<file path="src/rtl/fetch_pkg.sv">
// Shared widths, the fetch-to-decode entry type and PC helpers for the fetch stage.
package fetch_pkg;

  localparam int unsigned ADDR_W    = 32;
  localparam int unsigned BIMODAL_W = 12;
  localparam int unsigned INSN_W    = 32;

  localparam logic [ADDR_W-1:0] DEFAULT_RESET_PC = '0;
  localparam logic [ADDR_W-1:0] PC_STEP          = ADDR_W'(4);

  typedef struct packed {
    logic [INSN_W-1:0]    insn;
    logic [ADDR_W-1:0]    pc4;
    logic                 p_dir;
    logic [BIMODAL_W-1:0] bimodal;
  } fetch_entry_t;

  // Fetch addresses are always word aligned.
  function automatic logic [ADDR_W-1:0] align_pc(input logic [ADDR_W-1:0] addr);
    return {addr[ADDR_W-1:2], 2'b00};
  endfunction

endpackage

</file>
<file path="src/rtl/fetch_skid_buf.sv">
// Two-entry decode-side FIFO; entry 0 is always the head, so decode sees registered data.
module fetch_skid_buf
  import fetch_pkg::*;
(
  input  logic         clk,
  input  logic         reset,
  input  logic         push,
  input  fetch_entry_t push_data,
  input  logic         pop,
  input  logic         flush,
  output fetch_entry_t head,
  output logic         head_valid,
  output logic [1:0]   count
);

  fetch_entry_t ent_q [2];
  fetch_entry_t ent_d [2];
  logic [1:0]   count_q, count_d;
  logic         pop_ok;
  logic         wr_sel;

  assign pop_ok = pop & (count_q != 2'd0);
  // Slot for the incoming entry after any shift: 0 when empty or popping from one, else 1.
  assign wr_sel = (count_q == 2'd1) ^ pop_ok;

  always_comb begin
    ent_d   = ent_q;
    count_d = count_q + {1'b0, push} - {1'b0, pop_ok};
    if (pop_ok) ent_d[0] = ent_q[1];
    if (push) ent_d[wr_sel] = push_data;
    if (flush) count_d = 2'd0;
  end

  always_ff @(posedge clk or negedge reset) begin
    if (!reset) begin
      ent_q   <= '{default: '0};
      count_q <= 2'd0;
    end else begin
      ent_q   <= ent_d;
      count_q <= count_d;
    end
  end

  assign head       = ent_q[0];
  assign head_valid = (count_q != 2'd0);
  assign count      = count_q;

  push_when_full: assert property (@(posedge clk) disable iff (!reset)
    !(push && count_q == 2'd2));

endmodule

</file>
<file path="src/rtl/fetch_pc_gen.sv">
// Fetch PC generator: PC register, F1 response capture, next-PC steering and issue control
// feeding a two-entry skid buffer towards decode.
module fetch_pc_gen
  import fetch_pkg::*;
#(
  parameter logic [ADDR_W-1:0] RESET_PC   = DEFAULT_RESET_PC,
  parameter int unsigned       SKID_DEPTH = 2
) (
  input  logic                 clk,
  input  logic                 reset,
  output logic [ADDR_W-1:0]    fetch_bpredictor_PC,
  output logic                 fetch_bpredictor_valid,
  output logic                 fetch_bpredictor_stall,
  input  logic                 bpredictor_fetch_p_dir,
  input  logic [ADDR_W-1:0]    bpredictor_fetch_target,
  input  logic [BIMODAL_W-1:0] bpredictor_fetch_bimodal,
  input  logic [INSN_W-1:0]    insnMem_data_r,
  input  logic                 execute_fetch_redirect,
  input  logic [ADDR_W-1:0]    execute_fetch_target,
  input  logic                 decode_fetch_ready,
  output logic                 fetch_decode_valid,
  output logic [INSN_W-1:0]    fetch_decode_insn,
  output logic [ADDR_W-1:0]    fetch_decode_PC4,
  output logic                 fetch_decode_p_dir,
  output logic [BIMODAL_W-1:0] fetch_decode_bimodal
);

  logic [ADDR_W-1:0] pc_q, pc_d, f1_pc_q;
  logic              run_q;
  logic              f1_valid_q, f1_valid_d;
  logic [1:0]        skid_count;
  logic              skid_valid;
  logic [2:0]        occ;
  logic              pop, push, taken, issue_ok, issue;
  fetch_entry_t      skid_in, skid_head;

  assign pop   = decode_fetch_ready & skid_valid;
  assign taken = f1_valid_q & bpredictor_fetch_p_dir;
  assign push  = f1_valid_q & ~execute_fetch_redirect;

  // Occupancy once this cycle's F1 response lands and decode pops; a new request needs a
  // free slot for the cycle its response arrives, so the predictor never has to hold data.
  assign occ      = {1'b0, skid_count} + {2'b00, f1_valid_q} - {2'b00, pop};
  assign issue_ok = occ < 3'(SKID_DEPTH);
  assign issue    = run_q & issue_ok;

  always_comb begin
    pc_d       = pc_q;
    // A taken F1 response kills the sequential request issued alongside it.
    f1_valid_d = issue & ~taken & ~execute_fetch_redirect;
    if (execute_fetch_redirect) begin
      pc_d = align_pc(execute_fetch_target);
    end else if (taken) begin
      pc_d = align_pc(bpredictor_fetch_target);
    end else if (issue) begin
      pc_d = pc_q + PC_STEP;
    end
  end

  always_ff @(posedge clk or negedge reset) begin
    if (!reset) begin
      pc_q       <= RESET_PC;
      f1_pc_q    <= RESET_PC;
      f1_valid_q <= 1'b0;
      run_q      <= 1'b0;
    end else begin
      run_q      <= 1'b1;
      pc_q       <= pc_d;
      f1_valid_q <= f1_valid_d;
      if (issue) f1_pc_q <= pc_q;
    end
  end

  assign skid_in = '{
    insn:    insnMem_data_r,
    pc4:     f1_pc_q + PC_STEP,
    p_dir:   bpredictor_fetch_p_dir,
    bimodal: bpredictor_fetch_bimodal
  };

  fetch_skid_buf u_skid (
    .clk        (clk),
    .reset      (reset),
    .push       (push),
    .push_data  (skid_in),
    .pop        (pop),
    .flush      (execute_fetch_redirect),
    .head       (skid_head),
    .head_valid (skid_valid),
    .count      (skid_count)
  );

  assign fetch_bpredictor_PC    = pc_q;
  assign fetch_bpredictor_valid = issue;
  assign fetch_bpredictor_stall = ~issue_ok;

  assign fetch_decode_valid   = skid_valid;
  assign fetch_decode_insn    = skid_head.insn;
  assign fetch_decode_PC4     = skid_head.pc4;
  assign fetch_decode_p_dir   = skid_head.p_dir;
  assign fetch_decode_bimodal = skid_head.bimodal;

endmodule

</file>
<file path="config.mk">
export PLATFORM = sky130hd
export DESIGN_NAME = fetch_pc_gen
export DESIGN_NICKNAME = d
export VERILOG_FILES = /design/src/rtl/fetch_pkg.sv /design/src/rtl/fetch_skid_buf.sv /design/src/rtl/fetch_pc_gen.sv
export SDC_FILE = /design/constraint.sdc
export NUM_CORES = 1
export LEC_CHECK = 0
export ABC_CLOCK_PERIOD_IN_PS = 3900
export CAP_MARGIN = 20
export CORE_MARGIN = 3
export CORE_UTILIZATION = 45
export DETAILED_ROUTE_END_ITERATION = 10
export PLACE_DENSITY = 0.74
export REMOVE_ABC_BUFFERS = 1
export SLEW_MARGIN = 30
export SYNTH_ARGS = -nofsm -noshare
export SYNTH_HDL_FRONTEND = slang
export SYNTH_SLANG_ARGS = --single-unit
</file>
<file path="constraint.sdc">
create_clock -name clk -period 3.9 [get_ports clk]
set_clock_uncertainty 0.05 [all_clocks]
set_input_delay 0.78 -clock clk [delete_from_list [all_inputs] [get_ports clk]]
set_output_delay 0.78 -clock clk [all_outputs]
set_load 0.05 [all_outputs]
</file>
Word level (Yosys, flattened, before mapping)
Cells that the tools add are included.
{"block": "word_totals", "regBits": 222, "in_bits": 113, "out_inout_bits": 112, "wordCells": 47}
{"block": "op_classes", "add_sub_neg": 6, "n_lt_le_gt_ge": 3, "eq_ne": 1, "muxes": 9, "n_bitwise": 12, "n_reduce_logical": 3}
{"cell": "bitwise mux 154 bit", "count": 1}
{"cell": "2-to-1 mux 154 bit", "count": 1}
{"cell": "2-to-1 mux 77 bit", "count": 2}
{"cell": "2-to-1 mux 32 bit", "count": 3}
{"cell": "demux 77 bit (select 1 bit)", "count": 1}
{"cell": "adder 32 x 3 -> 32 bit (second input constant)", "count": 2}
{"cell": "AND 1 bit", "count": 7}
{"cell": "adder 2 x 1 -> 3 bit", "count": 1}
{"cell": "< comparator 3 x 2 -> 1 bit (second input constant)", "count": 1}
{"cell": "NOT 1 bit", "count": 3}
{"cell": "nonzero test 3 bit", "count": 1}
{"cell": "subtractor 3 x 1 -> 3 bit", "count": 1}
{"cell": "adder 2 x 1 -> 2 bit", "count": 1}
{"cell": "equality test 2 x 1 -> 1 bit (second input constant)", "count": 1}
{"cell": "greater-or-equal comparator 2 bit (second input constant)", "count": 1}
{"cell": "< comparator 2 x 1 -> 1 bit (second input constant)", "count": 1}
{"cell": "2-to-1 mux 2 bit", "count": 1}
{"cell": "NOT 1 -> 2 bit", "count": 1}
{"cell": "nonzero test 2 bit", "count": 1}
{"cell": "subtractor 2 x 1 -> 2 bit", "count": 1}
{"cell": "logical AND 1 bit", "count": 1}
{"cell": "bitwise XOR 1 bit", "count": 1}

Longest topological paths before layout
{"block": "logic_depth", "ltp_word": 11, "ltp_mapped": 17, "depth_no_buf": 13}

Modules after synthesis
Synthesis repeated with hierarchy kept, for this count alone.
{"block": "unflattened", "hier_cells": 998, "area_unflattened_um2": 11463.5}
{"module": "fetch_skid_buf", "instances": 1, "cells_per_inst": 504, "area_per_inst_um2": 7448.4, "seq_area_each_um2": 3903.7}
{"module": "fetch_pc_gen", "instances": 1, "cells_per_inst": 494, "area_per_inst_um2": 4015.1, "seq_area_each_um2": 1551.5}

Worst setup path after synthesis
Ideal clock, no wire load.
{"block": "synth_path", "path_kind": "reg2out", "from": "register u_skid.count_q[1], in the netlist u_skid.count[1]", "to": "output fetch_bpredictor_valid", "t_arrival_ns": 3.373, "setup_slack_ns": -0.303, "path_stages_with_launch": 16, "cell_sequence": "dfrtp_1 or2_2 nand2_1 buf_4 buf_4 inv_1 ha_1 inv_1 nand2_1 fa_1 xnor2_1 nand3_1 inv_1 buf_2 buf_2 buf_2"}
{"block": "synth_via", "elab_chain_cells": 5, "elab_cells_between_ends": 6, "cone_classes": "add/sub (2); order compare (1); bitwise (2); reduce/logical (1)"}
{"item": "start, declared", "line_no": "fetch_skid_buf.sv:18", "text": "logic [1:0] count_q, count_d;"}
{"item": "start signal, assigned", "line_no": "fetch_skid_buf.sv:40", "text": "count_q <= count_d;"}
{"item": "nonzero test 2 bit", "line_no": "fetch_skid_buf.sv:45", "text": "assign head_valid = (count_q != 2'd0);"}
{"item": "via fetch_decode_valid", "line_no": "fetch_pc_gen.sv:21", "text": "output logic fetch_decode_valid,"}
{"item": "AND 1 bit", "line_no": "fetch_pc_gen.sv:37", "text": "assign pop = decode_fetch_ready & skid_valid;"}
{"item": "subtractor 3 x 1 -> 3 bit", "line_no": "fetch_pc_gen.sv:43", "text": "assign occ = {1'b0, skid_count} + {2'b00, f1_valid_q} - {2'b00, pop};"}
{"item": "< comparator 3 x 2 -> 1 bit", "line_no": "fetch_pc_gen.sv:44", "text": "assign issue_ok = occ < 3'(SKID_DEPTH);"}
{"item": "AND 1 bit", "line_no": "fetch_pc_gen.sv:45", "text": "assign issue = run_q & issue_ok;"}
{"item": "end, declared", "line_no": "fetch_pc_gen.sv:12", "text": "output logic fetch_bpredictor_valid,"}
The timed path passes the listed nets, and every way through them passes these cells.

Final worst setup path
{"block": "layout_path", "from": "register u_skid.count_q[1], in the netlist u_skid.count[1]", "to": "output fetch_bpredictor_valid"}
{"block": "layout_via", "elab_chain_cells": 5, "elab_cells_between_ends": 6, "cone_classes": "add/sub (2); order compare (1); bitwise (2); reduce/logical (1)"}
{"item": "branches (longest 2 deep; another with adder 2 x 1 -> 3 bit)"}
{"item": "subtractor 3 x 1 -> 3 bit *", "line_no": "fetch_pc_gen.sv:43"}
{"item": "< comparator 3 x 2 -> 1 bit *", "line_no": "fetch_pc_gen.sv:44"}
{"item": "AND 1 bit *", "line_no": "fetch_pc_gen.sv:45"}
Every way passes the cells marked *.

==> key figures <==
Status
  – Status: completed

Timing
  – Fin crit share: 0.947
  – Hold Violations, Final: 0
  – Worst relative slew slack: 0.452
  – Hold slack: 241 ps
  – RSZ-0062 raised after global routing: false
  – Min Tclk post-route: 3690 ps
  – Final slew viol count: 0
  – Final setup violation count: 0
  – Worst Tran Pin Value: 822 ps
  – Fmax: 271 MHz

Route
  – WL final: 25.8 mm
  – Vias per cell: 5.21
  – DRT iter0 DRCs: 459
  – Post-DR wirelength/cell: 16.6 um
  – First-pass iteration count of the detailed router: 5
  – Routed Antenna Nets: 0
  – DRC: 0
  – DR vias: 8092

Floorplanning
  – FP Rows: 56
  – Die W: 162 um
  – DIE AREA: 26200 um^2
  – Starting Density: 0.462
  – IO Pins: 225
  – Vert. Die Dim: 162 um
  – Core area: 23700 um^2

Clock tree
  – Clk Latency, worst-skew pair: 500 ps
  – Max Root-Sink Buffers: 3
  – H-Tree Depth: 1
  – Post-CTS Resized: 0
  – Setup bufs post-CTS: 0
  – Total CTS buffers: 24
  – Root buffer cell: clkbuf_16
  – CTS clk-pin slew, worst paths: 60 ps
  – Post-CTS Hold Fix Bufs: 0
  – TritonCTS clock tree: built
  – # clock sinks: 216

Critical path
  – Critical Path RT: 3070 ps
  – Crit-path leading delay family: adder cells
  – Crit-path max FO: 6
  – Crit start category: flop
  – CP cell instances: or2_2 > nand2_4 > inv_1 > ha_1 > inv_1 > nand2_1 > fa_1 > xnor2_1 > nand3_1 > inv_2 > buf_12
  – Max stage delay on crit path: 460 ps
  – Worst Setup Path Type: flop to output pin
  – Crit path DAT: 2860 ps
  – CP bufs+invs: 4
  – Crit path max-delay cell type: dfrtp_2
  – CP endpoint kind: output pin
  – CP dominant cell by count: inv_1

Finish
  – Layout cells sized above 1: 0.122
  – Area of the multi-input gates: 4620 um^2
  – Final net count: 1336
  – Fill cell count: 2050
  – Commonest cells after routing, fill and taps aside: dfrtp_1 (215), clkdlybuf4s50_1 (214), nand2_1 (151)
  – Final Util: 0.580
  – Register area: 5410 um^2
  – Commonest non-fill, non-tap cell in the layout: dfrtp_1
  – N_diodes: 0
  – Final Cell Area: 13700 um^2
  – Area delta synth->final: 25.7%

Global route
  – GRT Total Usage: 0.195
  – Overflow after GRT: 0
  – Vias in the first global route: 8156
  – Antenna violations before repair: 0
  – Largest net degree at the start of global routing: 101
  – First-pass GRT wire length: 42.4 mm

Synth
  – Syn_area_per_cell: 10.0 um^2
  – Synth cell types: 54
  – Syn Std Cell Area: 10900 um^2
  – Post-synthesis compound-gate area fraction: 0.103
  – FF+latch count, synth: 216
  – Syn Inst Count: 1091
  – Synth Flop Type: dfrtp_1
  – Synth Warn #: 0
  – Synth Area in XOR/XNOR: 0.0393
  – Async set or reset register ratio after synthesis: 1.00
  – Multiplexer area fraction after synthesis: 0.128
  – Adder-Cell Fraction of Synth Area: 0.00755
  – Largest family of logic cells by synthesized area: simple AND/OR/NAND/NOR gates
  – Register area share after synthesis: 0.494
  – Post-synth EDFFs: 0
  – Post-Synth Simple-Gate Area: 0.142

Flow run
  – Max Cap Violations: 0

Place
  – Placed instance area: 12900 um^2
  – # port buffers: 218
  – HPWL Detailed: 17.8 mm
  – Routability cong.: 0.811

Pwr
  – PD cells: 899 nW/um^2
  – Static leakage: 6.37 nW
  – Maximum vdd drop: 0.000648 V

Worst hold path
  – HP Class: input port to async pin
-- report_power, final --
group | leakage (nW) | internal (mW) | switching (mW)
Combinational | 3.21 | 2.32 | 3.69
Clock | 0.420 | 1.50 | 0.881
Sequential | 2.74 | 3.22 | 0.751
-- final timing paths --
kind / startpoint / end / slack, ps / cells past startpoint
worst max-delay path: u_skid.count[1] / fetch_bpredictor_valid / 210 / 11
worst min-delay path: reset / u_skid.ent_q[0] / 240 / 1
worst max register to register: u_skid.count[1] / fetch_bpredictor_PC[12] / 740 / 15
worst min register to register: u_skid.ent_q[8] / u_skid.ent_q[8] / 440 / 1
min in group clk: u_skid.ent_q[8] / u_skid.ent_q[8] / 440 / 1
max in group asynchronous: reset / u_skid.head[17] / 2630 / 2
-- layout make-up --
class	count	area share
sequential	216	0.394
multi-input combinational	723	0.337
inverter	13	0.00355
clock inverter	8	0.00856
timing repair buffer	239	0.175
clock buffer	35	0.0534
tap	319	0.0291
-- sequential cells by signal (all words and copies together), names as in the netlist --
signal               flops
f1_pc_q                 30
f1_valid_q               1
fetch_bpredictor_PC     30
run_q                    1
u_skid.count             2
u_skid.ent_q            75
u_skid.head             77
-- cell usage after synthesis, types with 6 or more instances --
| library cell | number | area share |
|---|---|---|
| a21oi_1 | 100 | 0.046 |
| a2bb2oi_1 | 11 | 0.0088 |
| and2_1 | 7 | 0.0040 |
| and3_1 | 14 | 0.0080 |
| buf_2 | 23 | 0.011 |
| buf_4 | 87 | 0.060 |
| clkbuf_1 | 25 | 0.0086 |
| dfrtp_1 | 216 | 0.49 |
| inv_1 | 13 | 0.0045 |
| mux2_2 | 70 | 0.072 |
| mux2i_1 | 55 | 0.050 |
| nand2_1 | 153 | 0.053 |
| nand3_1 | 25 | 0.011 |
| nand4_1 | 19 | 0.011 |
| nor2_1 | 96 | 0.033 |
| nor3_1 | 6 | 0.0027 |
| o21ai_0 | 33 | 0.015 |
| o21ai_1 | 10 | 0.0046 |
| o221ai_1 | 8 | 0.0064 |
| xnor2_1 | 14 | 0.011 |
| xor2_1 | 35 | 0.028 |
-- metal layers --
layer  GRT usage  part of all wire
met3      0.0342             0.059
met2       0.319              0.46
met4      0.0531             0.022
met5           0                 0
met1       0.269              0.46
-- through the flow --
| step | instances | total power [mW] | setup slack [ps] | setup TNS [ps] |
|---|---|---|---|---|
| after detailed placement | 1510 | 10.0 | 121 | 0 |
| after global routing | 1553 | 13.1 | 39.6 | 0 |
| after CTS | 1553 | 12.5 | 55.4 | 0 |
| after global placement | 1510 | 9.89 | 152 | 0 |
| after floorplan | 952 | 7.98 | -3380 | -293220 |
| final | 1553 | 12.4 | 209 | 0 |
-- cell families after synthesis --
logic type,Yosys count
and+or+nand+nor,343
AOI/OAI and AO/OA,192
muxes,130
DFF,216
adders and majority gates,6
xor gates and xnor gates,49
other,2
buffers and inverters,153
(Power assumes the default switching activity.)
